File: src/rtl/ex_div_if.sv
// EX-stage divider handshake: operand request from EX control, status and results back.
interface ex_div_if #(
    parameter int WIDTH = 32
);
    logic             start;
    logic             signed_div;
    logic [WIDTH-1:0] opa;
    logic [WIDTH-1:0] opb;
    logic             annul;
    logic             busy;
    logic             ready;
    logic             stall_req;
    logic [WIDTH-1:0] quot;
    logic [WIDTH-1:0] rem;

    modport master (
        output start, signed_div, opa, opb, annul,
        input  busy, ready, stall_req, quot, rem
    );

    modport slave (
        input  start, signed_div, opa, opb, annul,
        output busy, ready, stall_req, quot, rem
    );
endinterface

File: src/rtl/ex_div_unit.sv
// Iterative radix-2 restoring divider for DIV/DIVU: quotient to LO, remainder to HI.
// Works on operand magnitudes and applies the sign fix-up when the last iteration retires.
module ex_div_unit #(
    parameter int WIDTH = 32
) (
    input  logic       clk,
    input  logic       rst,
    ex_div_if.slave    div
);
    localparam int CNT_W = $clog2(WIDTH);

    typedef enum logic [1:0] {IDLE, BY_ZERO, ON, END} state_t;

    state_t             state_reg, state_next;
    logic [CNT_W-1:0]   cnt_reg;
    logic               sign_q_reg, sign_r_reg;
    logic [WIDTH-1:0]   divisor_reg;
    logic [2*WIDTH:0]   work_reg;
    logic [WIDTH-1:0]   quot_reg, rem_reg;

    logic [WIDTH-1:0]   abs_a, abs_b;
    logic [2*WIDTH:0]   shifted, iter_work;
    logic [WIDTH:0]     diff;
    logic [WIDTH-1:0]   iter_q, iter_r;
    logic               last_iter;

    assign abs_a = (div.signed_div && div.opa[WIDTH-1]) ? -div.opa : div.opa;
    assign abs_b = (div.signed_div && div.opb[WIDTH-1]) ? -div.opb : div.opb;

    // One restoring step: the trial difference is negative exactly when its MSB is set,
    // because the partial remainder is always below twice the divisor.
    assign shifted   = work_reg << 1;
    assign diff      = shifted[2*WIDTH:WIDTH] - {1'b0, divisor_reg};
    assign iter_work = diff[WIDTH] ? shifted : {diff, shifted[WIDTH-1:1], 1'b1};
    assign iter_q    = iter_work[WIDTH-1:0];
    assign iter_r    = iter_work[2*WIDTH-1:WIDTH];
    assign last_iter = (cnt_reg == CNT_W'(WIDTH - 1));

    always_comb begin
        state_next = state_reg;
        case (state_reg)
            IDLE: begin
                if (div.start) begin
                    state_next = (div.opb == '0) ? BY_ZERO : ON;
                end
            end
            BY_ZERO: state_next = END;
            ON: begin
                if (last_iter) begin
                    state_next = END;
                end
            end
            END: begin
                if (!div.start) begin
                    state_next = IDLE;
                end
            end
            default: state_next = IDLE;
        endcase
        if (div.annul) begin
            state_next = IDLE;
        end
    end

    always_ff @(posedge clk or posedge rst) begin
        if (rst) begin
            state_reg   <= IDLE;
            cnt_reg     <= '0;
            sign_q_reg  <= 1'b0;
            sign_r_reg  <= 1'b0;
            divisor_reg <= '0;
            work_reg    <= '0;
            quot_reg    <= '0;
            rem_reg     <= '0;
        end else begin
            state_reg <= state_next;
            if (div.annul) begin
                cnt_reg  <= '0;
                quot_reg <= '0;
                rem_reg  <= '0;
            end else begin
                case (state_reg)
                    IDLE: begin
                        if (div.start && div.opb != '0) begin
                            sign_q_reg  <= div.signed_div & (div.opa[WIDTH-1] ^ div.opb[WIDTH-1]);
                            sign_r_reg  <= div.signed_div & div.opa[WIDTH-1];
                            divisor_reg <= abs_b;
                            work_reg    <= {{(WIDTH+1){1'b0}}, abs_a};
                            cnt_reg     <= '0;
                        end
                    end
                    BY_ZERO: begin
                        quot_reg <= '0;
                        rem_reg  <= '0;
                    end
                    ON: begin
                        work_reg <= iter_work;
                        cnt_reg  <= cnt_reg + 1'b1;
                        if (last_iter) begin
                            quot_reg <= sign_q_reg ? -iter_q : iter_q;
                            rem_reg  <= sign_r_reg ? -iter_r : iter_r;
                        end
                    end
                    END: begin
                        if (!div.start) begin
                            quot_reg <= '0;
                            rem_reg  <= '0;
                        end
                    end
                    default: begin
                        quot_reg <= '0;
                        rem_reg  <= '0;
                    end
                endcase
            end
        end
    end

    assign div.busy      = (state_reg == BY_ZERO) || (state_reg == ON);
    assign div.ready     = (state_reg == END);
    assign div.stall_req = div.start & ~div.ready;
    assign div.quot      = quot_reg;
    assign div.rem       = rem_reg;
endmodule

File: src/flat_wrapper.sv
// flat-port wrapper written by rule: the top's interface ports become plain ports
module ex_div_unit_flat 
#(
    parameter int WIDTH = 32
)
  (clk, rst, div_start, div_signed_div, div_opa, div_opb, div_annul, div_busy, div_ready, div_stall_req, div_quot, div_rem);
  ex_div_if #(.WIDTH(WIDTH)) div_i ();
  input  logic clk;
  input  logic rst;
  input wire logic [$bits(div_i.start)-1:0] div_start;
  input wire logic [$bits(div_i.signed_div)-1:0] div_signed_div;
  input wire logic [$bits(div_i.opa)-1:0] div_opa;
  input wire logic [$bits(div_i.opb)-1:0] div_opb;
  input wire logic [$bits(div_i.annul)-1:0] div_annul;
  output wire logic [$bits(div_i.busy)-1:0] div_busy;
  output wire logic [$bits(div_i.ready)-1:0] div_ready;
  output wire logic [$bits(div_i.stall_req)-1:0] div_stall_req;
  output wire logic [$bits(div_i.quot)-1:0] div_quot;
  output wire logic [$bits(div_i.rem)-1:0] div_rem;
  assign div_i.start = div_start;
  assign div_i.signed_div = div_signed_div;
  assign div_i.opa = div_opa;
  assign div_i.opb = div_opb;
  assign div_i.annul = div_annul;
  assign div_busy = div_i.busy;
  assign div_ready = div_i.ready;
  assign div_stall_req = div_i.stall_req;
  assign div_quot = div_i.quot;
  assign div_rem = div_i.rem;
  ex_div_unit #(.WIDTH(WIDTH)) u_core (.clk(clk), .rst(rst), .div(div_i));
endmodule
File: config.mk
export PLATFORM = sky130hd
export DESIGN_NAME = ex_div_unit_flat
export DESIGN_NICKNAME = d
export VERILOG_FILES = /design/src/rtl/ex_div_if.sv /design/src/rtl/ex_div_unit.sv /design/src/flat_wrapper.sv
export SDC_FILE = /design/constraint.sdc
export NUM_CORES = 1
export LEC_CHECK = 0
export BUFFER_PORTS_ARGS = -buffer_cell sky130_fd_sc_hd__buf_2
export CAP_MARGIN = 20
export CORE_MARGIN = 4
export CORE_UTILIZATION = 40
export CTS_CLUSTER_DIAMETER = 150
export DETAILED_ROUTE_END_ITERATION = 12
export GPL_TIMING_DRIVEN = 0
export PLACE_DENSITY_LB_ADDON = 0.2
export SYNTH_ARGS = -nofsm -noshare
export SYNTH_HDL_FRONTEND = slang
export SYNTH_SLANG_ARGS = --single-unit
File: constraint.sdc
create_clock -name clk -period 6.6 [get_ports clk]
set_input_delay 1.98 -clock clk [delete_from_list [all_inputs] [get_ports clk]]
set_output_delay 1.98 -clock clk [all_outputs]
set_load 0.005 [all_outputs]
Yosys cells after proc, flatten, opt, wreduce, memory -nomap -nowiden
Index checks and enable logic that the tools add are counted.
Word-level totals
  register bits after elaboration: 169
  output and inout port bits: 67
  logic and storage cells: 67
Operators by class
  $add $sub $neg: 6
  equality and inequality tests: 9
  muxes and demuxes: 23
  bitwise logic cells: 6
  reduce and logical (&&, ||, !) cells: 15
Operators by type and width (count)
  $mux 32: 9
  $pmux 32 s3: 2
  $mux 64: 2
  $neg 32->32: 4
  $pmux 64 s2: 1
  $sub 33x32->33: 1
  $logic_not 32->1: 1
  $reduce_bool 32->1: 1
  $reduce_and 3->1: 4
  $mux 2: 5
  $mux 5: 2
  $pmux 5 s2: 1
  $pmux 2 s4: 1
  $ne 3x2->1 const B: 2
  $ne 3x3->1 const B: 2
  $add 5x1->5 const B: 1
  $eq 5x5->1 const B: 1
  $eq 2x2->1 const B: 2
  $reduce_bool 4->1: 1
  $and 1x1->1: 3
  $logic_and 1x1->1: 3
  $reduce_bool 3->1: 1
  $eq 2x1->1 const B: 1
  $logic_not 2->1: 1
  6 further kinds: 7

Logic depth before layout (Yosys ltp)
Gate-level depths: netlist of run 1.
  word-level depth: 7
  gate-level depth with buffers: 24
  gate-level depth less buffers: 20

Least setup slack after synthesis of run 1
Ideal clock, no wire load.
  kind: register to register
  from: register u_core.work_reg[45]
  to: register u_core.rem_reg[24], in the netlist u_core.div.rem[24]
  arrival time: 5.174 ns
  slack: 1.303 ns
  cell stages (with the launch flop): 24
  path buffers: 5
  clock period less this slack: 5.297 ns
  cells stage by stage: dfrtp_1 -> ha_1 -> clkbuf_1 -> nand2_1 -> o21ai_0 -> a32oi_1 -> a21oi_1 -> or4_4 -> and2_1 -> buf_6 -> inv_1 -> clkbuf_8 -> buf_2 -> buf_1 -> nor2_1 -> a21oi_1 -> ha_1 -> inv_1 -> or4_2 -> nor4_1 -> a211oi_2 -> o41ai_2 -> xnor2_1 -> o21ai_1
On the way
  word-level cells in the longest chain between the ends: 7
RTL lines
  start, declared: line ex_div_unit.sv:18  | logic [2*WIDTH:0] work_reg;
  start signal, assigned: line ex_div_unit.sv:88  | work_reg <= {{(WIDTH+1){1'b0}}, abs_a};
  start signal, assigned: line ex_div_unit.sv:97  | work_reg <= iter_work;
  $sub 33x32->33: line ex_div_unit.sv:33  | assign diff = shifted[2*WIDTH:WIDTH] - {1'b0, divisor_reg};
  $mux 64 (*): line ex_div_unit.sv:34  | assign iter_work = diff[WIDTH] ? shifted : {diff, shifted[WIDTH-1:1], 1'b1};
  $neg 32->32: line ex_div_unit.sv:101  | rem_reg <= sign_r_reg ? -iter_r : iter_r;
  $mux 32 (*): line ex_div_unit.sv:101
  $mux 32 (*): line ex_div_unit.sv:99  | if (last_iter) begin
  $pmux 32 s3 (*): line ex_div_unit.sv:82  | case (state_reg)
  $mux 32 (*): line ex_div_unit.sv:77  | if (div.annul) begin
  end signal, assigned: line ex_div_unit.sv:101
  end, declared: line ex_div_unit.sv:19  | logic [WIDTH-1:0] quot_reg, rem_reg;
Every way passes the cells marked *; elsewhere a longest branch is shown, timed or not. The select of a mux whose other input is x is not followed.
A chain may end at the register's enable or synchronous reset.

Worst setup path after layout of run 1
  from: register u_core.work_reg[44]
  to: register u_core.rem_reg[24], in the netlist u_core.div.rem[24]
Same word-level chain as after synthesis.

==> results of run 1 <==
## cell type report
type | count | area [um^2] | share of cell area [%]
multi-input cells | 1223 | 7420 | 52.5
flip-flops and latches | 169 | 4230 | 29.9
repair buffers | 135 | 698 | 4.94
well taps | 390 | 488 | 3.45
plain buffers | 84 | 432 | 3.06
clock buffers | 18 | 429 | 3.04
inverters | 64 | 248 | 1.75
clock inverters | 14 | 179 | 1.27
## layer usage
| layer | track usage, % | share of wire (%) | wire [um] |
|---|---|---|---|
| met1 | 35.1 | 47 | 19100 |
| met5 | 0 | 0 | 0 |
| met2 | 36.8 | 45 | 18300 |
| met3 | 4.89 | 7.2 | 2950 |
| met4 | 5.30 | 1.7 | 688 |
## report_power, final
group | internal (mW) | total, mW | switching (mW)
combinational | 0.852 | 2.60 | 1.74
sequential | 1.24 | 1.43 | 0.191
clock | 0.577 | 1.07 | 0.494
total | 2.67 | 5.10 | 2.43
## cells by family after synthesis
group	synth area share [%]
AO/OA/AOI/OAI	23.0
XOR/XNOR	9.96
adder cells (fa/ha/maj)	4.53
buffers and inverters	5.47
flip-flops	34.3
multiplexers	1.60
AND/OR/NAND/NOR	21.1
## cell usage in the layout (no fill, tap or decap), types with 11 or more instances in the layout
master     count
nand4_1       12
nor3_1        22
or4_1         13
or3_1         28
ha_1          43
nand2_1      261
o31ai_1       40
a31oi_1       16
o41ai_1       11
a21oi_1      119
mux2i_1       14
clkbuf_16     17
xor2_1        84
xnor2_1       56
clkbuf_1      50
buf_2        148
nand3_1       30
dfrtp_1      168
o21ai_0      197
inv_1         63
nor4_1        13
nor2_1       108
## repair_timing
item                                    CTS  global route
pin swaps                                 0             0
endpoints found under the hold margin     0             0
gates resized for setup                   0             4
endpoints found under the setup margin    1             2
## worst max-delay path, stage by stage (launching register included)
cell      delay, ns
dfrtp_1        0.51
ha_1           0.36
clkbuf_8       0.16
a21oi_1        0.19
o21ai_0        0.17
a32oi_1        0.31
a21oi_1        0.16
or4_4          0.58
and2_1         0.19
buf_6          0.14
inv_1          0.11
clkbuf_8       0.21
clkbuf_4       0.33
nor2_1         0.07
a21oi_1        0.31
ha_1           0.40
inv_1          0.16
or4_2          0.73
nor4_1         0.26
a211oi_2       0.13
o41ai_2        0.38
xnor2_1        0.19
o21ai_1        0.08
## worst min path at each step
stage                                endpoint  cells after the start  slack (ns)                start
after CTS                 u_core.div.quot[17]                      2        0.48  u_core.div.quot[17]
after global placement     u_core.div.rem[22]                      2        0.46   u_core.div.rem[22]
final                      u_core.div.rem[17]                      2        0.48   u_core.div.rem[17]
after detailed placement  u_core.div.quot[17]                      2        0.47  u_core.div.quot[17]
after global routing       u_core.div.quot[8]                      2        0.50   u_core.div.quot[8]
after floorplan             u_core.cnt_reg[4]                      2        0.46    u_core.cnt_reg[4]
## metrics by stage
| stage | hold slack, ns | area (um^2) | instances | utilization, % |
|---|---|---|---|---|
| after floorplan | 0.456 | 12300 | 1541 | - |
| after global placement | 0.458 | 13500 | 2065 | 44.9 |
| after detailed placement | 0.465 | 13500 | 2066 | 45.0 |
| after CTS | 0.482 | 14100 | 2097 | 47.0 |
| after global routing | 0.503 | 14100 | 2097 | 47.0 |
| final | 0.475 | 14100 | 2097 | 47.0 |
==> out/qor.tcl, run 1 <==
set qor(status) {complete, no violations}
set qor(first_global_vias) 11300
set qor(max_ir_drop_vdd_mv) 0.169
set qor(synthesized_instance_count) 1541
set qor(grt_first_pass_wirelength_um) 64100
set qor(dp_hpwl_um) 32000
set qor(post-synth-top-count-cell) {nand2_1}
set qor(p_leak_nw) 6.28
set qor(finalClockSkew_ns) 0.0135
set qor(endpoint) {u_core.div.rem[24]}
set qor(floorplan.initialDensity_pct) 41.0
set qor(worstSetupStartpoint) {u_core.work_reg[44]}
set qor(insertion_delay_ns) 0.44
set qor(post-route-period-util_pct) 94.9
set qor(design.portCount) 136
set qor(finalSetupViolations) 0
set qor(cell_accounting_for_the_most_synthesized_area) {dfrtp_1}
set qor(critical_path.reg2reg.endpoint) {u_core.div.rem[24]}
set qor(tritoncts_num_sinks) 169
set qor(ys_warn_count) 0
set qor(reg2reg_setup_slack_ns) 0.33
set qor(gpl.final_weighted_congestion) 0.964
set qor(core_area_mm2) 0.0300
set qor(max_ffs_per_register) 64
set qor(clkTransAtPathRegs_ns) 0.08
set qor(cellPowerDensity_mw_per_mm2) 361
set qor(timing_max_transition_violations_final) 0
set qor(maximum_fanout_along_the_worst_path) 19
set qor(die-area_mm2) 0.0337
set qor(fill_cells) 3069
set qor(buffers_inserted_by_post_cts_timing_repair) 0
set qor(setup-tns-final_ns) 0
set qor(grt_start_max_net_pins) 93
set qor(crit_path_start_kind) {register}
set qor(r2r.worst_path.cells) 22
set qor(synth.net_count) 1654
set qor(achievable-frequency_ghz) 0.160
set qor(max_cap_violations) 0
set qor(grt_setup_unrepaired) {no}
set qor(grt_antenna_before_repair) 0
set qor(crit_path_end_kind) {register}
set qor(drt-vias-per-instance) 5.68
set qor(flow.area_growth_from_synthesis_pct) 14.7
set qor(tritoncts) {built}
set qor(netlist-cell-type-count) 87
set qor(post-route-drc-count) 0
set qor(h-tree-depth) 4
set qor(reg2reg_from) {u_core.work_reg[44]}
set qor(cts_hold_buf) 0
set qor(chipWidth_um) 183
set qor(grt_usage_pct) 24.0
set qor(cts-buffers-inserted) 17
set qor(wl_um) 41000
set qor(critPathKind) {register to register}
set qor(route.antenna.remaining_nets) 0
set qor(post_drt_wl_per_cell_um) 19.6
set qor(holdCritPathClass) {register to register}
set qor(ys_dominant_reg_cell) {dfrtp_1}
set qor(crit_path_dat_ns) 6.59
set qor(postSynth.asyncResetShare_pct) 100
set qor(critPathRequiredTime_ns) 6.93
set qor(timing.final.ws_setup_ns) 0.333
set qor(power.total_mw) 5.10
set qor(drive_above_1_share_pct) 14.2
set qor(synth.avg_cell_area_um2) 7.99
set qor(rows) 63
set qor(route.vias.total) 11900
set qor(final_nets) 1807
set qor(yosys-top-cells-area) {dfrtp_1, o21ai_0, nand2_1, xor2_1, a21oi_1}
set qor(antenna-diode-count) 0
set qor(timing.max_slew.rel_slack_pct) 37.9
set qor(port-buffer-count) 134
set qor(die_height_um) 183
set qor(synthDominantCellAreaShare_pct) 34.3
set qor(cts.path.max_buffers) 2
set qor(total_iterations_of_the_first_detailed_routing_run) 5
set qor(final-hold-violation-count) 0
set qor(preCtsSetupSlack_ns) -0.0455
set qor(clk_root_buffer_cell) {clkbuf_16}
set qor(worst-slew-pin-transition_ns) 0.925
set qor(synth_enable_flop_cells) 0
set qor(yosys_register_bits) 169
set qor(globalRoute.totalOverflow) 0
set qor(drt-initial-drc-count) 974
set qor(syn_area_mm2) 0.0123
set qor(synth_seq_area_share_pct) 34.3
set qor(synth.top_cells.by_count) {nand2_1, o21ai_0, dfrtp_1}
set qor(post-route-min-period_ns) 6.27
No activity file was read; power rests on OpenSTA's default activity.
==> run 2, diff against run 1 <==
--- a/config.mk
+++ b/config.mk
@@ -12,7 +12,6 @@
 export CTS_CLUSTER_DIAMETER = 150
 export DETAILED_ROUTE_END_ITERATION = 12
 export GPL_TIMING_DRIVEN = 0
-export PLACE_DENSITY_LB_ADDON = 0.2
 export SYNTH_ARGS = -nofsm -noshare
 export SYNTH_HDL_FRONTEND = slang
 export SYNTH_SLANG_ARGS = --single-unit
==> out/qor.tcl, run 2 (synthesis results as in run 1) <==
set qor(grt_antenna_before_repair) 1 ;# +1
set qor(crit_path_start_kind) {register}
set qor(route.vias.total) 11900 ;# -0.017%
set qor(holdCritPathClass) {register to register}
set qor(drt-initial-drc-count) 1034 ;# +6.2%
set qor(gpl.final_weighted_congestion) 0.942 ;# -2.3%
set qor(die_height_um) 183 ;# unchanged
set qor(status) {complete, no violations}
set qor(insertion_delay_ns) 0.46 ;# +0.02 ns
set qor(p_leak_nw) 6.29 ;# about the same
set qor(cts-buffers-inserted) 17 ;# unchanged
set qor(rows) 63 ;# unchanged
set qor(timing.final.ws_setup_ns) 0.385 ;# +0.0520 ns
set qor(core_area_mm2) 0.0300 ;# unchanged
set qor(grt_start_max_net_pins) 126 ;# +35%
set qor(power.sequential.fraction_pct) 28.3 ;# +0.3 points
set qor(design.portCount) 136 ;# unchanged
set qor(route.antenna.remaining_nets) 0 ;# unchanged
set qor(final_nets) 1806 ;# -0.055%
set qor(most-common-layout-cells) {nand2_1, o21ai_0, dfrtp_1}
set qor(post-route-drc-count) 0 ;# unchanged
set qor(clkTransAtPathRegs_ns) 0.08 ;# about the same
set qor(p_int_mw) 2.61 ;# -2.0%
set qor(placement.cell_area_mm2) 0.0135 ;# unchanged
set qor(first_global_vias) 11400 ;# +1.2%
set qor(critPathRequiredTime_ns) 6.94 ;# about the same
set qor(globalRoute.totalOverflow) 0 ;# unchanged
set qor(achievable-frequency_ghz) 0.161 ;# +0.84%
set qor(cellPowerDensity_mw_per_mm2) 358 ;# -0.68%
set qor(max_ffs_per_register) 64 ;# unchanged
set qor(crit_path_dat_ns) 6.55 ;# -0.04 ns
set qor(combinationalPowerShare_pct) 51.4 ;# +0.5 points
set qor(grt_first_pass_wirelength_um) 64500 ;# +0.56%
set qor(most_frequent_standard_cell_in_the_layout_excluding_fill_and_tap_cells) {nand2_1}
set qor(power.net_switching_mw) 2.44 ;# +0.68%
set qor(h-tree-depth) 4 ;# unchanged
set qor(tritoncts_num_sinks) 169 ;# unchanged
set qor(clockPowerShare_pct) 20.3 ;# -0.7 points
set qor(chipWidth_um) 183 ;# unchanged
set qor(critPathKind) {register to register}
set qor(worst-slew-pin-transition_ns) 0.973 ;# +0.0479 ns
set qor(die-area_mm2) 0.0337 ;# unchanged
set qor(cts.path.max_buffers) 2 ;# unchanged
set qor(grt_usage_pct) 24.3 ;# +0.26 points
set qor(preCtsSetupSlack_ns) 0.0671 ;# +0.113 ns
set qor(timing_max_transition_violations_final) 0 ;# unchanged
set qor(post_layout_nonfiller_instances) 2097 ;# unchanged
set qor(finalSetupViolations) 0 ;# unchanged
set qor(max_ir_drop_vdd_mv) 0.193 ;# +14%
set qor(cts_hold_buf) 0 ;# unchanged
set qor(grt_setup_unrepaired) {no}
set qor(final-hold-violation-count) 0 ;# unchanged
set qor(finalClockSkew_ns) 0.0130 ;# -0.000472 ns
set qor(drt-vias-per-instance) 5.68 ;# about the same
set qor(port-buffer-count) 134 ;# unchanged
set qor(max_cap_violations) 0 ;# unchanged
set qor(maximum_fanout_along_the_worst_path) 10 ;# -9
set qor(tritoncts) {built}
set qor(placedCellCount) 2066 ;# unchanged
set qor(flow.area_growth_from_synthesis_pct) 14.6 ;# about the same
set qor(post-route-period-util_pct) 94.2 ;# -0.79 points
set qor(post-route-min-period_ns) 6.21 ;# -0.0520 ns
set qor(floorplan.initialDensity_pct) 41.0 ;# unchanged
set qor(area_of_all_placed_cells_without_fillers_mm2) 0.0141 ;# about the same
set qor(wl_um) 41100 ;# +0.20%
set qor(fill_cells) 3011 ;# -1.9%
set qor(dp_hpwl_um) 31900 ;# -0.53%
set qor(post_drt_wl_per_cell_um) 19.6 ;# +0.20%
set qor(drive_above_1_share_pct) 14.4 ;# +0.24 points
set qor(timing.max_slew.rel_slack_pct) 34.6 ;# -3.2 points
set qor(total_iterations_of_the_first_detailed_routing_run) 5 ;# unchanged
set qor(clk_root_buffer_cell) {clkbuf_16}
set qor(crit_path_end_kind) {register}
set qor(setup-tns-final_ns) 0 ;# unchanged
set qor(switching_share_pct) 48.3 ;# +0.69 points
[run 2: changes by cell type in the layout (fill, tap and decap cells not counted), sizes merged]
cell	delta
buf	+1
clkbuf	-2
bufinv	-2
clkinvlp	-2
clkinv	+5
diode	+1
inv	-1
[run 2: through the flow]
stage	util (%)	power [mW]	hold WS, ns
3_3_place_gp	44.9	3.95	0.460
6_report	47.0	5.06	0.473
3_5_place_dp	45.0	3.98	0.466
2_1_floorplan	-	3.21	0.456
4_1_cts	46.9	5.02	0.483
5_1_grt	47.0	5.42	0.497
[run 2: final cells by class]
cell class	instances	area (um^2)	area share, %
Buffer	83	429	3.04
Sequential cell	169	4230	30.0
Timing Repair Buffer	135	698	4.95
Tap cell	390	488	3.46
Clock buffer	18	439	3.11
Clock inverter	14	149	1.05
Multi-Input combinational cell	1223	7430	52.6
Inverter	64	248	1.76
Antenna cell	1	2.50	0.0177
[run 2: repair_timing]
action | 4_1_cts | 5_1_grt
endpoints found under the hold margin | 0 | 0
gates resized for setup | 0 | 9
endpoints found under the setup margin | 0 | 10
buffers inserted | 0 | 0
[run 2: final timing paths]
check,start,end,slack (ns),depth (start not counted)
worst max-delay path,u_core.work_reg[40],u_core.div.rem[24],0.39,23
worst min-delay path,u_core.div.rem[28],u_core.div.rem[28],0.47,2
worst max register to register,u_core.work_reg[40],u_core.div.rem[24],0.39,23
worst min register to register,u_core.div.rem[28],u_core.div.rem[28],0.47,2
max in group asynchronous,rst,u_core.divisor_reg[17],4.16,3
min in group asynchronous,rst,u_core.div.quot[13],1.50,2
[run 2: layer usage]
| layer | track usage (%) | vias to the layer above | part of all wire [%] |
|---|---|---|---|
| met5 | 0 | - | 0 |
| met4 | 6.50 | 0 | 2.3 |
| met3 | 4.89 | 74 | 8.2 |
| met2 | 36.6 | 480 | 44 |
| met1 | 35.5 | 5620 | 46 |
| li1 | - | 5729 | - |
[run 2: power by group through the flow]
stage | combinational, mW | clock [mW] | sequential [mW]
finish | 2.60 | 1.03 | 1.43
global route | 2.87 | 1.09 | 1.46
CTS | 2.55 | 1.04 | 1.42
detailed placement | 2.54 | 0 | 1.44
global placement | 2.52 | 0 | 1.44
floorplan | 1.81 | 0 | 1.39
[run 2: critical path, cell delays in order (launching register included)]
cell	delay, ns
dfrtp_1	0.57
ha_1	0.29
buf_2	0.17
a21oi_1	0.19
o21ai_0	0.20
a32oi_1	0.26
a21oi_1	0.15
or4_4	0.58
and2_1	0.19
buf_6	0.14
inv_1	0.12
clkbuf_8	0.21
buf_2	0.28
clkbuf_4	0.29
nor2_1	0.07
a21oi_2	0.20
ha_2	0.31
inv_1	0.13
or4_2	0.73
nor4_2	0.20
a211oi_2	0.12
o41ai_2	0.39
xnor2_1	0.18
o21ai_1	0.08
